File: src/rtl/lock_pkg.sv
// Shared types and encodings for the lock chamber controller.
package lock_pkg;

  // Width of the water-level bus (levels 0..15).
  localparam int LEVEL_W = 4;

  typedef enum logic [3:0] {
    IDLE      = 4'd0,
    ARR_FILL  = 4'd1,
    ARR_OUTER = 4'd2,
    ARR_DRAIN = 4'd3,
    ARR_INNER = 4'd4,
    DEP_DRAIN = 4'd5,
    DEP_INNER = 4'd6,
    DEP_FILL  = 4'd7,
    DEP_OUTER = 4'd8
  } state_t;

  // Encodings driven on bathysphereSignal.
  localparam logic [1:0] SIG_IDLE = 2'b00;
  localparam logic [1:0] SIG_ARR  = 2'b01;
  localparam logic [1:0] SIG_DEP  = 2'b10;

  // Direction code shown downstream for a given state.
  function automatic logic [1:0] sig_of(input state_t s);
    logic [1:0] sig;
    sig = SIG_IDLE;
    case (s)
      ARR_FILL, ARR_OUTER, ARR_DRAIN, ARR_INNER: sig = SIG_ARR;
      DEP_DRAIN, DEP_INNER, DEP_FILL, DEP_OUTER: sig = SIG_DEP;
      default:                                   sig = SIG_IDLE;
    endcase
    return sig;
  endfunction

endpackage

File: src/rtl/level_stepper.sv
// Water-level stepper: moves the level one unit every STEP_CYCLES enabled
// cycles, saturating at 0 and LEVEL_MAX. The step timer is a down-counter that
// reloads whenever the level is not actively moving, so every fill/drain
// phase starts with a full step period.
module level_stepper
  import lock_pkg::*;
#(
  parameter int LEVEL_MAX   = 7,
  parameter int STEP_CYCLES = 4
) (
  input  logic               clk,
  input  logic               reset,
  input  logic               up,
  input  logic               down,
  input  logic               enable,
  output logic [LEVEL_W-1:0] level,
  output logic               atMax,
  output logic               atZero
);

  localparam int                 CNT_W    = (STEP_CYCLES > 1) ? $clog2(STEP_CYCLES) : 1;
  localparam logic [CNT_W-1:0]   CNT_LOAD = CNT_W'(STEP_CYCLES - 1);
  localparam logic [LEVEL_W-1:0] LVL_TOP  = LEVEL_W'(LEVEL_MAX);

  logic [LEVEL_W-1:0] r_level;
  logic [CNT_W-1:0]   r_cnt;
  logic               w_go_up;
  logic               w_go_dn;

  assign w_go_up = enable && up && (r_level != LVL_TOP);
  assign w_go_dn = enable && down && !up && (r_level != '0);

  // Step timer and saturating level register.
  always_ff @(posedge clk or negedge reset) begin
    if (!reset) begin
      r_level <= '0;
      r_cnt   <= CNT_LOAD;
    end else if (!(w_go_up || w_go_dn)) begin
      r_cnt <= CNT_LOAD;
    end else if (r_cnt == '0) begin
      r_cnt   <= CNT_LOAD;
      r_level <= w_go_up ? (r_level + 1'b1) : (r_level - 1'b1);
    end else begin
      r_cnt <= r_cnt - 1'b1;
    end
  end

  assign level  = r_level;
  assign atMax  = (r_level == LVL_TOP);
  assign atZero = (r_level == '0);

endmodule

File: src/rtl/lock_chamber_ctrl.sv
// Lock chamber controller: sequences water level and the two gates for
// bathysphere arrivals (sea -> dock) and departures (dock -> sea).
// Optional build macro LOCK_TIMEOUT_EN adds a watchdog on the gate-wait
// states that closes the gate, pulses fault and returns to IDLE.
//
// state     | meaning
// IDLE      | chamber at rest, arbitrating requests
// ARR_FILL  | arrival: raising level to sea level
// ARR_OUTER | arrival: outer gate open, waiting for bathysphere inside
// ARR_DRAIN | arrival: lowering level to dock level
// ARR_INNER | arrival: inner gate open, waiting for bathysphere to leave
// DEP_DRAIN | departure: lowering level to dock level
// DEP_INNER | departure: inner gate open, waiting for bathysphere inside
// DEP_FILL  | departure: raising level to sea level
// DEP_OUTER | departure: outer gate open, waiting for bathysphere to leave
module lock_chamber_ctrl
  import lock_pkg::*;
#(
  parameter int LEVEL_MAX      = 7,
  parameter int STEP_CYCLES    = 4,
  parameter int TIMEOUT_CYCLES = 255
) (
  input  logic               clk,
  input  logic               reset,
  input  logic               arriveReq,
  input  logic               departReq,
  input  logic               bathIn,
  output logic [1:0]         bathysphereSignal,
  output logic               outerGateOpen,
  output logic               innerGateOpen,
  output logic [LEVEL_W-1:0] waterLevel,
  output logic               fault
);

  if (LEVEL_MAX < 1 || LEVEL_MAX > 15 || STEP_CYCLES < 1 || TIMEOUT_CYCLES < 1) begin : g_bad_cfg
    $error("lock_chamber_ctrl: parameter out of range");
  end

  state_t     r_state;
  state_t     w_state_nxt;
  logic [1:0] r_sig;
  logic       r_outer;
  logic       r_inner;
  logic       r_fault;
  logic       r_pend_arr;
  logic       r_pend_dep;
  logic       r_last_arr;   // 1 when the most recent grant went to arrival
  logic       w_want_arr;
  logic       w_want_dep;
  logic       w_grant_arr;
  logic       w_grant_dep;
  logic       w_fault_nxt;
  logic       w_wd_fire;
  logic       w_fill;
  logic       w_drain;
  logic       w_at_max;
  logic       w_at_zero;

  assign w_fill  = (r_state == ARR_FILL)  || (r_state == DEP_FILL);
  assign w_drain = (r_state == ARR_DRAIN) || (r_state == DEP_DRAIN);

  level_stepper #(
    .LEVEL_MAX   (LEVEL_MAX),
    .STEP_CYCLES (STEP_CYCLES)
  ) u_stepper (
    .clk    (clk),
    .reset  (reset),
    .up     (w_fill),
    .down   (w_drain),
    .enable (w_fill || w_drain),
    .level  (waterLevel),
    .atMax  (w_at_max),
    .atZero (w_at_zero)
  );

`ifdef LOCK_TIMEOUT_EN
  localparam int              WD_W    = $clog2(TIMEOUT_CYCLES + 1);
  localparam logic [WD_W-1:0] WD_LOAD = WD_W'(TIMEOUT_CYCLES - 1);

  logic [WD_W-1:0] r_wdog;
  logic            w_wait;

  // Gate-wait states are never entered back-to-back, so reloading while
  // outside them gives each wait a fresh budget.
  assign w_wait = (r_state == ARR_OUTER) || (r_state == ARR_INNER) ||
                  (r_state == DEP_INNER) || (r_state == DEP_OUTER);

  // Watchdog down-counter, fires on the last permitted wait cycle.
  always_ff @(posedge clk or negedge reset) begin
    if (!reset)             r_wdog <= WD_LOAD;
    else if (!w_wait)       r_wdog <= WD_LOAD;
    else if (r_wdog != '0)  r_wdog <= r_wdog - 1'b1;
  end

  assign w_wd_fire = w_wait && (r_wdog == '0);
`else
  assign w_wd_fire = 1'b0;
`endif

  assign w_want_arr = arriveReq || r_pend_arr;
  assign w_want_dep = departReq || r_pend_dep;

  // Next-state, arbitration and watchdog abort decisions.
  always_comb begin
    w_state_nxt = r_state;
    w_grant_arr = 1'b0;
    w_grant_dep = 1'b0;
    w_fault_nxt = 1'b0;
    case (r_state)
      IDLE: begin
        if (w_want_arr && (!w_want_dep || !r_last_arr)) begin
          w_grant_arr = 1'b1;
          w_state_nxt = ARR_FILL;
        end else if (w_want_dep) begin
          w_grant_dep = 1'b1;
          w_state_nxt = DEP_DRAIN;
        end
      end
      ARR_FILL:  if (w_at_max)  w_state_nxt = ARR_OUTER;
      ARR_OUTER: begin
        if (bathIn) w_state_nxt = ARR_DRAIN;
        else if (w_wd_fire) begin
          w_state_nxt = IDLE;
          w_fault_nxt = 1'b1;
        end
      end
      ARR_DRAIN: if (w_at_zero) w_state_nxt = ARR_INNER;
      ARR_INNER: begin
        if (!bathIn) w_state_nxt = IDLE;
        else if (w_wd_fire) begin
          w_state_nxt = IDLE;
          w_fault_nxt = 1'b1;
        end
      end
      DEP_DRAIN: if (w_at_zero) w_state_nxt = DEP_INNER;
      DEP_INNER: begin
        if (bathIn) w_state_nxt = DEP_FILL;
        else if (w_wd_fire) begin
          w_state_nxt = IDLE;
          w_fault_nxt = 1'b1;
        end
      end
      DEP_FILL:  if (w_at_max)  w_state_nxt = DEP_OUTER;
      DEP_OUTER: begin
        if (!bathIn) w_state_nxt = IDLE;
        else if (w_wd_fire) begin
          w_state_nxt = IDLE;
          w_fault_nxt = 1'b1;
        end
      end
      default:   w_state_nxt = IDLE;
    endcase
  end

  // State register with outputs registered from the next state so they
  // change on the same edge as the state.
  always_ff @(posedge clk or negedge reset) begin
    if (!reset) begin
      r_state <= IDLE;
      r_sig   <= SIG_IDLE;
      r_outer <= 1'b0;
      r_inner <= 1'b0;
      r_fault <= 1'b0;
    end else begin
      r_state <= w_state_nxt;
      r_sig   <= sig_of(w_state_nxt);
      r_outer <= (w_state_nxt == ARR_OUTER) || (w_state_nxt == DEP_OUTER);
      r_inner <= (w_state_nxt == ARR_INNER) || (w_state_nxt == DEP_INNER);
      r_fault <= w_fault_nxt;
    end
  end

  // Pending request flags (repeats merge) and last-served direction.
  always_ff @(posedge clk or negedge reset) begin
    if (!reset) begin
      r_pend_arr <= 1'b0;
      r_pend_dep <= 1'b0;
      r_last_arr <= 1'b0;
    end else begin
      r_pend_arr <= (r_pend_arr || arriveReq) && !w_grant_arr;
      r_pend_dep <= (r_pend_dep || departReq) && !w_grant_dep;
      if (w_grant_arr)      r_last_arr <= 1'b1;
      else if (w_grant_dep) r_last_arr <= 1'b0;
    end
  end

  assign bathysphereSignal = r_sig;
  assign outerGateOpen     = r_outer;
  assign innerGateOpen     = r_inner;
  assign fault             = r_fault;

endmodule

File: config.mk
export PLATFORM = sky130hd
export DESIGN_NAME = lock_chamber_ctrl
export DESIGN_NICKNAME = d
export VERILOG_FILES = /design/src/rtl/lock_pkg.sv /design/src/rtl/level_stepper.sv /design/src/rtl/lock_chamber_ctrl.sv
export SDC_FILE = /design/constraint.sdc
export NUM_CORES = 1
export LEC_CHECK = 0
export ABC_AREA = 1
export CAP_MARGIN = 10
export CORE_MARGIN = 2
export CORE_UTILIZATION = 45
export DETAILED_ROUTE_END_ITERATION = 8
export HOLD_SLACK_MARGIN = 0.03
export PLACE_DENSITY = 0.77
export SLEW_MARGIN = 0
export SYNTH_ARGS = -nofsm -noshare
export SYNTH_HDL_FRONTEND = slang
export SYNTH_SLANG_ARGS = --single-unit
File: constraint.sdc
create_clock -name clk -period 4.7 [get_ports clk]
set_input_delay 0.47 -clock clk [delete_from_list [all_inputs] [get_ports clk]]
set_output_delay 0.47 -clock clk [all_outputs]
set_load 0.01 [all_outputs]
==> metrics.cfg, run 1 <==
[cts]
postCtsHoldBufs = 0
clock_latency_ps = 300
clkTransAtPathRegs_ps = 100
cts_tree = yes
clk_path_buf_depth = 2
cts.sinks = 17
htree_levels = 1
cts.repair.resized = 0
cts_buffers = 3
post_cts_buffers = 0
cts_root_buf = clkbuf_4

[timing]
fin_crit_ps = 1990
slew_violations = 0
hold_violations = 0
rsz0062_at_grt = false
finalCritPeriodShare_pct = 42.4
setup_viol = 0
timing.slew.headroom_pct = 47.2
finalSetupTns_ps = 0
skew_ps = 6.13
max_freq_ghz = 0.502
worst_slew_pin_slew_ps = 789
whs_ps = 540

[power]
power_leakage_nw = 0.684
irDropWorstVdd_uv = 463
power.total_w = 0.000925
p_per_area_nw_per_um2 = 739

[floorplan]
die_width_um = 52.9
die_h_um = 52.9
die_area_um2 = 2800
start_util_pct = 48.2
rows = 17
num_io_pins = 14
core-area_um2 = 2230

[critical_path]
reg2regPathDepth = 14
r2r_start = r_state[2]
path_max_fanout = 6
crit_path_end = u_stepper.level[3]
end_kind = flop
critPathRequiredTime_ps = 4890
r2r_slack_ps = 2710
crit_arrival_ps = 2190
worstSetupPathType = reg -> reg
cp-start-kind = flop
startpoint = r_state[2]
timing.rr.end = u_stepper.level[3]

[global_routing]
grt_usage_pct = 18.7
grt_pass1_wl_um = 3790
grt_overflow = 0
antenna_found_initial = 0
grt_pass1_vias = 892
grt_max_degree = 18

[logic_synthesis]
yosysSeqAreaShare_pct = 39.7
synth_commonest_cells = nand2_1 (36), nor2_1 (28), inv_1 (21)
synth-seq-cells = 17
synth-edff-count = 0
synth_xor_area_share_pct = 1.63
syn_area_um2 = 1080
ys.flop_type = dfrtp_1
synth_top_family_by_area = simple AND/OR/NAND/NOR gates
synth.distinct_cells = 23
synthSimpleGateAreaFrac_pct = 36.2
yosysMostFrequentCell = nand2_1
yosysWarnings = 0
synth_top_cell_by_area = dfrtp_1
synth_compound_area_share_pct = 4.99
synth_area_leaders = dfrtp_1 (35%), nand2_1 (13%), nor2_1 (9.8%), inv_1 (7.3%), ha_1 (5.8%)
synthMuxAreaShare_pct = 0
synthArstFlopShare_pct = 100
synth_nets = 157
postSynthCellCount = 146
syn_area_per_cell_um2 = 7.38
synth_adder_area_share_pct = 7.67
synth.top_cell.area_share_pct = 34.8

[finish]
utilization_pct = 56.0
area_growth_syn_to_layout_pct = 16.1
seq_area_um2 = 428
fin_cells = 189
multiInputGateArea_um2 = 548
nNetsFinal = 173
insertedDiodeCount = 0
drive_above_1_share_pct = 15.5
fill_cells = 217

[run_status]
outcome = completed

[run]
maxCapViolations = 0

[route]
routed_wl_um = 2170
dr.pass1.iters = 4
viasPerCell = 4.80
ant_nets = 0
drt_iter0_drc = 16
drc = 0
vias = 907
wire_per_inst_um = 11.5

[place]
place.port_buffers = 12
dp.cells = 185
gp_congestion = 0.777
hpwlAfterDp_um = 1680

[hold_path]
hold_path_class = reg -> reg

cells in the final DEF (no fill, tap or decap), drive strengths merged:
cell type	Yosys	final
clkdlybuf4s50	0	12
a21oi	5	5
inv	25	25
dfstp	2	2
conb	1	1
nand4	2	2
ha	5	5
o21ai	5	5
fa	1	1
clkbuf	0	4
nor2	33	33
xor2	1	1
nand2	45	45
dfrtp	15	15
nand3	4	4
xnor2	1	1
sequential cells by signal (all words and copies together) (netlist names):
signal / cells
innerGateOpen: 1
r_last_arr: 1
u_stepper.level: 4
u_stepper.r_cnt: 2
r_pend_dep: 1
bathysphereSignal: 2
r_state: 4
outerGateOpen: 1
r_pend_arr: 1
per-stage QoR:
step	worst slack, ps	instance area, µm²
after detailed placement	2600	1220
final	2710	1250
after CTS	2710	1250
after global routing	2530	1250
after floorplan	2900	1080
after global placement	2700	1220
critical path: stages, from the launching register on:
cell,delay [ps]
dfrtp_1,430
inv_2,80
nor2_4,120
nand2_2,80
nand2_2,100
nand2_4,90
ha_1,330
nand2_1,80
nand2_1,50
nor2_1,150
inv_1,50
nand2_1,60
nand2_1,70
o21ai_1,130
nand2_1,60
layout make-up:
| class | instances | area share [%] |
|---|---|---|
| Clock buffer | 4 | 2.10 |
| Inverter | 25 | 7.50 |
| Multi-Input combinational cell | 103 | 43.8 |
| Sequential cell | 17 | 34.2 |
| Tap cell | 28 | 2.80 |
| Timing Repair Buffer | 12 | 9.60 |
power breakdown:
| group | leakage, nW | internal [W] | switching [W] | total [W] |
|---|---|---|---|---|
| logic | 0.462 | 0.000229 | 0.000351 | 0.000580 |
| registers | 0.206 | 0.000214 | 0.0000493 | 0.000263 |
| clock network | 0.0150 | 0.0000331 | 0.0000482 | 0.0000814 |
| total | 0.684 | 0.000476 | 0.000449 | 0.000925 |
layer usage:
layer | wire length, µm | GRT usage (%) | part of all wire, % | up-vias
li1 | - | - | - | 466
met4 | 30 | 5.13 | 1.4 | 0
met3 | 76 | 3.67 | 3.5 | 4
met1 | 970 | 21.9 | 45 | 413
met5 | 0 | 0 | 0 | -
met2 | 1090 | 34.2 | 50 | 24
cell families after synthesis:
logic type               after synthesis
flip-flops                            17
XOR/XNOR                               2
AO/OA/AOI/OAI                         10
adder cells (fa/ha/maj)                6
buffers and inverters                 26
other                                  1
AND/OR/NAND/NOR                       84
worst min path at each step:
stage	from	to	cells after the start
after floorplan	reset	bathysphereSignal[0]	0
after global placement	r_pend_dep	r_pend_dep	2
after detailed placement	r_last_arr	r_last_arr	2
after CTS	r_pend_dep	r_pend_dep	2
after global routing	u_stepper.r_cnt[0]	u_stepper.r_cnt[0]	3
final	r_pend_dep	r_pend_dep	2
Note: power is estimated with default switching activity, not from simulation.
==> run 2, diff against run 1 <==
==> constraint.sdc (replaced) <==
create_clock -name clk -period 1.91 [get_ports clk]
set_input_delay 0.191 -clock clk [delete_from_list [all_inputs] [get_ports clk]]
set_output_delay 0.191 -clock clk [all_outputs]
set_load 0.01 [all_outputs]
==> run 2 against run 1 <==
Setup slack worse by 2600 ps. First-iteration DRC count up 63%. Core utilization up 5.2 points.
==> metrics.cfg, run 2 (same netlist as run 1, synthesis figures left out) <==
[run_status]
outcome = completed

[floorplan]
die_h_um = 52.9  ; unchanged
rows = 17  ; unchanged
die_area_um2 = 2800  ; unchanged
die_width_um = 52.9  ; unchanged
core-area_um2 = 2230  ; unchanged
start_util_pct = 48.2  ; unchanged
num_io_pins = 14  ; unchanged

[global_routing]
grt_pass1_wl_um = 3980  ; +5.1%
antenna_found_initial = 0  ; unchanged
grt_overflow = 0  ; unchanged
grt_pass1_vias = 973  ; +9.1%
grt_usage_pct = 19.9  ; +1.3 points
grt_max_degree = 18  ; unchanged

[route]
drc = 0  ; unchanged
drt_iter0_drc = 26  ; +10
dr.pass1.iters = 4  ; unchanged
wire_per_inst_um = 12.7  ; +10%
routed_wl_um = 2510  ; +16%
ant_nets = 0  ; unchanged
viasPerCell = 4.99  ; +4.1%
vias = 989  ; +9.0%

[place]
pre_cts_ws_ps = -5.58  ; -2600 ps
gp_congestion = 0.798  ; +2.6%
place.port_buffers = 12  ; unchanged
dp.cells = 191  ; +3.2%
hpwlAfterDp_um = 1780  ; +5.8%

[critical_path]
path_max_fanout = 4  ; -2
cp-start-kind = flop
timing.rr.end = u_stepper.level[2]
path_cells = inv_2, nor2_4, nand2_2, nand2_2, nand2_4, buf_4, fa_1, xnor2_1, o21ai_1
crit_slowest_cell = dfrtp_1
worstSetupPathType = reg -> reg
cp_top_family = flip-flops
end_kind = flop
r2r_slack_ps = 80  ; -2630 ps
critPathRequiredTime_ps = 2100  ; -2790 ps
r2r_start = r_state[2]
crit_cells = 9  ; -5
crit_top_cell = nand2_2
slowest_delay_ps = 430  ; about the same
reg2regPathDepth = 9  ; -5
crit_arrival_ps = 2020  ; -170 ps
worst-path-buf-inv = 2  ; unchanged

[cts]
cts.sinks = 17  ; unchanged
clkTransAtPathRegs_ps = 100  ; about the same
clock_latency_ps = 300  ; about the same
postCtsHoldBufs = 0  ; unchanged
clk_path_buf_depth = 2  ; unchanged
cts_root_buf = clkbuf_4
htree_levels = 1  ; unchanged
cts_buffers = 3  ; unchanged
cts_tree = yes

[hold_path]
hold_path_class = in -> async

[timing]
hold_violations = 0  ; unchanged
rsz0062_at_grt = true
finalCritPeriodShare_pct = 95.9  ; +54 points
slew_violations = 0  ; unchanged
fin_crit_ps = 1830  ; -160 ps
setup_viol = 0  ; unchanged
max_freq_ghz = 0.546  ; +8.7%
whs_ps = 210  ; -330 ps
skew_ps = 5.13  ; -0.995 ps
setup_ws_ps = 78.4  ; -2630 ps

[finish]
utilization_pct = 61.2  ; +5.2 points
drive_above_1_share_pct = 27.1  ; +12 points
insertedDiodeCount = 0  ; unchanged
layout_commonest_cell = nand2_1
fin_cells = 198  ; +4.8%
area_growth_syn_to_layout_pct = 26.8
nNetsFinal = 182  ; +5.2%
most-common-layout-cells = nand2_1 (34), nor2_1 (23), inv_1 (20)
fill_cells = 207  ; -4.6%

[power]
irDropWorstVdd_uv = 1040  ; +130%
power.total_w = 0.00256  ; +180%
power_leakage_nw = 0.725  ; +6.0%
p_per_area_nw_per_um2 = 1870  ; +150%

[run]
maxCapViolations = 0  ; unchanged

==> run 2: changes by cell type in the layout (fill, tap and decap cells not counted), moves of 2 or more <==
cell	before	now
nor2_2	3	8
nor2_1	28	23
nand2_1	36	34
ha_1	5	3
nand2_2	6	8
ha_4	0	2
buf_4	0	9
==> run 2: area by class of cell <==
type | count | area, µm² | share of cell area [%]
inverter | 25 | 93.8 | 6.87
timing repair buffer | 21 | 188 | 13.7
clock buffer | 4 | 26.3 | 1.92
tap | 28 | 35.0 | 2.56
multi-input combinational | 103 | 594 | 43.5
sequential | 17 | 429 | 31.4
==> run 2: power breakdown <==
part           leakage (nW)  internal, W  switching, W
Sequential            0.205     0.000527     0.0000911
Clock                0.0150    0.0000814      0.000118
Combinational         0.505     0.000728       0.00102
==> run 2: worst max path at each step <==
stage / to / from / slack, ps
finish: u_stepper.level[2] / r_state[2] / 80
global route: u_stepper.level[3] / r_state[2] / -40
CTS: u_stepper.level[3] / r_state[2] / 90
detailed placement: u_stepper.level[3] / r_state[3] / -6
global placement: u_stepper.level[3] / r_state[3] / 120
floorplan: u_stepper.level[3] / u_stepper.level[1] / 110
==> run 2: worst reg2reg max path: cells and delay by family, from the launching register on <==
family	cells	cell delay [ps]
simple gates	4	380
flops	1	430
fa+ha+maj	1	380
buf+inv	2	250
compound gates	1	90
xor+xnor	1	190
==> run 2: metrics by stage <==
step,area (µm²),setup TNS [ps]
4_1_cts,1320,0
6_report,1370,0
3_5_place_dp,1270,-5.58
3_3_place_gp,1270,0
2_1_floorplan,1080,0
5_1_grt,1370,-71.9
==> run 2: timing repair <==
item	4_1_cts	5_1_grt
setup endpoints to repair	1	3
setup buffers	1	2
pin swaps	0	7
endpoints found under the hold margin	0	0
gates resized for setup	2	10
==> run 2: per-layer routing <==
metal / routed length [µm] / GRT usage [%] / share of wire (%)
met1: 977 / 21.7 / 39
met2: 1370 / 36.3 / 54
met3: 111 / 5.08 / 4.4
met4: 53 / 8.12 / 2.1
met5: 0 / 0 / 0
